===== src/rtl/adder_stream_ctrl.sv =====
// Handshaked sequencer around an external 3-bit adder: registers operand pairs,
// captures the 4-bit sum, and keeps a running accumulator with a sticky wrap flag.
module adder_stream_ctrl #(
  parameter int ACC_W = 8
) (
  input  logic             clk,
  input  logic             rst_n,
  input  logic             in_valid,
  output logic             in_ready,
  input  logic [2:0]       in_a,
  input  logic [2:0]       in_b,
  output logic [2:0]       add_a,
  output logic [2:0]       add_b,
  input  logic [3:0]       add_q,
  output logic             out_valid,
  input  logic             out_ready,
  output logic [3:0]       out_sum,
  input  logic             clr,
  output logic [ACC_W-1:0] acc,
  output logic             acc_ovf
);

  typedef enum logic [1:0] {IDLE, ADD, HOLD} state_t;

  state_t           state_q, state_d;
  logic [2:0]       add_a_q, add_a_d;
  logic [2:0]       add_b_q, add_b_d;
  logic [3:0]       out_sum_q, out_sum_d;
  logic             out_valid_q, out_valid_d;
  logic [ACC_W-1:0] acc_q, acc_d;
  logic             acc_ovf_q, acc_ovf_d;
  logic [ACC_W-1:0] acc_base;
  logic             ovf_base;
  logic [ACC_W:0]   acc_sum;

  // Result carries the wrap-out in its MSB.
  function automatic logic [ACC_W:0] acc_add(input logic [ACC_W-1:0] base,
                                             input logic [3:0]       inc);
    return {1'b0, base} + {{(ACC_W-3){1'b0}}, inc};
  endfunction

  always_comb begin
    state_d     = state_q;
    add_a_d     = add_a_q;
    add_b_d     = add_b_q;
    out_sum_d   = out_sum_q;
    out_valid_d = out_valid_q;
    // A clear in the accumulating cycle zeroes the base before the addition.
    acc_base    = clr ? '0 : acc_q;
    ovf_base    = clr ? 1'b0 : acc_ovf_q;
    acc_sum     = acc_add(acc_base, add_q);
    acc_d       = acc_base;
    acc_ovf_d   = ovf_base;
    case (state_q)
      IDLE: begin
        if (in_valid) begin
          add_a_d = in_a;
          add_b_d = in_b;
          state_d = ADD;
        end
      end
      ADD: begin
        out_sum_d   = add_q;
        acc_d       = acc_sum[ACC_W-1:0];
        acc_ovf_d   = ovf_base | acc_sum[ACC_W];
        out_valid_d = 1'b1;
        state_d     = HOLD;
      end
      HOLD: begin
        if (out_ready) begin
          out_valid_d = 1'b0;
          state_d     = IDLE;
        end
      end
      default: state_d = IDLE;
    endcase
  end

  always_ff @(posedge clk or negedge rst_n) begin
    if (!rst_n) begin
      state_q     <= IDLE;
      add_a_q     <= '0;
      add_b_q     <= '0;
      out_sum_q   <= '0;
      out_valid_q <= 1'b0;
      acc_q       <= '0;
      acc_ovf_q   <= 1'b0;
    end else begin
      state_q     <= state_d;
      add_a_q     <= add_a_d;
      add_b_q     <= add_b_d;
      out_sum_q   <= out_sum_d;
      out_valid_q <= out_valid_d;
      acc_q       <= acc_d;
      acc_ovf_q   <= acc_ovf_d;
    end
  end

  assign in_ready  = (state_q == IDLE);
  assign add_a     = add_a_q;
  assign add_b     = add_b_q;
  assign out_sum   = out_sum_q;
  assign out_valid = out_valid_q;
  assign acc       = acc_q;
  assign acc_ovf   = acc_ovf_q;

endmodule


===== config.mk =====
export PLATFORM = sky130hd
export DESIGN_NAME = adder_stream_ctrl
export DESIGN_NICKNAME = d
export VERILOG_FILES = /design/src/rtl/adder_stream_ctrl.sv
export SDC_FILE = /design/constraint.sdc
export NUM_CORES = 1
export LEC_CHECK = 0
export BUFFER_PORTS_ARGS = -buffer_cell sky130_fd_sc_hd__buf_2
export CORE_AREA = 2 2 62 46
export DETAILED_ROUTE_END_ITERATION = 8
export DIE_AREA = 0 0 64 48
export PLACE_DENSITY = 0.71
export RECOVER_POWER = 50
export SYNTH_ARGS = -nofsm -noshare
export SYNTH_HDL_FRONTEND = slang
export SYNTH_SLANG_ARGS = --single-unit

===== constraint.sdc =====
create_clock -name clk -period 4.6 [get_ports clk]
set_input_delay 0.46 -clock clk [delete_from_list [all_inputs] [get_ports clk]]
set_output_delay 0.46 -clock clk [all_outputs]
set_load 0.03 [all_outputs]

==> impl_results.md <==
* I/O pins at 36
* Period minus WS final at 2.16 ns
* PortBufs at 35
* RSZ-0062 raised after global routing: no
* Root Driver: clkbuf_4
* GRT Total Usage at 15.8%
* Sink of the worst hold path: state_q[1]
* Worst vdd ir at 294 uV
* Final ANT Viol Nets at 0
* Gate Count Post-Synth at 98
* TNS Setup at 0 ns
* Max-Cap Viols at 0
* Pre-CTS WS at 2.14 ns
* Hold Path Origin: out_ready
* Antenna violations before repair at 0
* Skew-Pair Late Insertion Delay at 0.31 ns
* CP max FO at 3
* Routed wire length at 2000 um
* CTS max path bufs at 2
* Die ar. at 3070 um2
* Most frequent cells in the layout: buf_2, dfrtp_1, nand2_1
* Gpl congestion at 0.786
* Number of library cell types mapped by synthesis at 25
* Router iterations before antenna repair at 4
* Reg2reg end: acc[6]
* WL/cell at 11.9 um
* # fillers at 230
* Worst clock skew at 0.0138 ns
* Hold-fix buffers, CTS at 0
* Yosys reg bits at 22
* FF-to-FF path depth at 8
* Startpoint Class: register
* Register area share after synthesis at 51.4%
* Leakage Power at 0.645 nW
* Initial core utilization at 44.2%
* Fmax at 464 MHz
* Synth area leaders: dfrtp_1, mux2_2, nand2_1
* Global-route wire length before repair at 3560 um
* Fin cells at 168
* Crit path DAT at 2.37 ns
* Vias in the first global route at 783
* Period Utilization, post-route at 46.9%
* Synth Net Count at 118
* CTS Sinks at 22
* R2r startpoint: acc[0]
* Worst-path clk slew at 0.12 ns
* WS Path Type: register to register
* Mean Syn Cell Area at 10.9 um2
* Slew @ Worst Pin at 1.18 ns
* Ant diodes at 0
* Total power per unit cell area at 608 nW/um2
* Post-DP HPWL at 1530 um
* Synth top area share at 51.4%
* Post-cts repair resize count at 0
* Row cnt at 15
* Total power at 0.791 mW
* Critical Path Sink Type: register
* Hold crit path type: input pin to register
* Mapped Area at 1070 um2
* H-tree levels at 1
* Avg Vias per Cell at 4.67
* Largest net degree at the start of global routing at 23
* Rel. slew slack at 21.2%
* Setup-failing EPs final at 0
* CTS tree: done
* Layout Nets at 155
* Reg2Reg Setup Slack at 2.44 ns
* Inst Count DP at 164
* Core Footprint at 2420 um2
* Die width at 64 um
* Clock buffer count from CTS at 3
* Commonest non-fill, non-tap cell in the layout: buf_2
* Layout cells sized above 1 at 34.3%
* Worst EP required at 4.81 ns
* Remaining DRCs at 0
* Final Max Slew Viols at 0
* Via count at 784
* Final Worst Setup Slack at 2.44 ns
* Fin. Hold Viols at 0
* Die Ht at 48 um
* GRT overflow at 0
* Post-CTS setup buffers at 0
* Area Growth Syn to Fin at 21.5%
* Synth warn at 0
* 1st-iter DRT viols at 18
* Status: complete, no violations
* Cell taking the most area after synthesis: dfrtp_1
* Hold depth at 2
-- where the power goes --
group / leakage, nW / total [mW] / switching, mW / internal (mW)
Sequential: 0.280 / 0.307 / 0.0419 / 0.265
Combinational: 0.345 / 0.379 / 0.255 / 0.124
Clock: 0.0210 / 0.105 / 0.0571 / 0.0483
Total: 0.645 / 0.791 / 0.354 / 0.437
-- worst max-delay path by stage --
stage | startpoint | slack, ns | end
after CTS | acc[0] | 2.42 | acc[6]
after global placement | clr | 2.22 | acc[6]
after floorplan | clr | 2.24 | acc[6]
after detailed placement | clr | 2.14 | acc[6]
final | acc[0] | 2.44 | acc[6]
after global routing | acc[0] | 2.27 | acc[6]
-- per-stage QoR --
step           area (um2)  utilization, %  hold WS, ns
2_1_floorplan        1070               -        0.164
3_3_place_gp         1280            52.7        0.444
3_5_place_dp         1280            52.7        0.458
4_1_cts              1310            54.2        0.104
5_1_grt              1300            53.7        0.332
6_report             1300            53.7        0.335
-- kinds of logic after synthesis --
kind of cell | count (synthesis) | synth area share (%)
xor gates and xnor gates | 5 | 4.09
DFF | 22 | 51.4
and+or+nand+nor | 37 | 18.1
buffers and inverters | 8 | 2.92
adders and majority gates | 5 | 6.54
muxes | 8 | 8.76
AOI/OAI and AO/OA | 13 | 8.18
-- synth_stat cells (all sizes together) --
library cell and count:
dfrtp 22, nand2 15, mux2 8, nor2b 7, inv 5, nand2b 5
nor2 5, o21ai 5, a21oi 4, ha 4, xnor2 4, and2 2
clkbuf 2, nand3 2, a211oi 1, a41oi 1, buf 1, fa 1
nand4b 1, o21bai 1, o22ai 1, xor2 1
-- state kept, by name, summed over array words and instances, names as in the netlist --
register / count
acc_ovf: 1
out_sum: 4
add_b: 3
add_a: 3
out_valid: 1
acc: 8
state_q: 2
-- critical path: stages, from the launching register on --
cell and delay [ns]:
dfrtp_1 0.36, nor2b_1 0.16, ha_1 0.19, inv_1 0.05, fa_1 0.38, nand2b_1 0.20, a211oi_4 0.31, nand3_2 0.11
mux2_4 0.30
-- per-layer routing --
layer	up-vias	routed length, um	track usage (%)	share of wire (%)
met5	-	0	0	0
met4	0	13	3.91	0.65
met3	2	137	6.59	6.9
met2	25	908	26.7	45
met1	362	940	19.4	47
li1	395	-	-	-
-- area by class of cell --
cell class / count / area (um2) / share of cell area [%]
Clock buffer: 4 / 36.3 / 2.79
Inverter: 5 / 18.8 / 1.44
Multi-Input combinational cell: 68 / 482 / 37.0
Sequential cell: 22 / 551 / 42.3
Tap cell: 34 / 42.5 / 3.27
Timing Repair Buffer: 35 / 171 / 13.2
(Power assumes the default switching activity.)
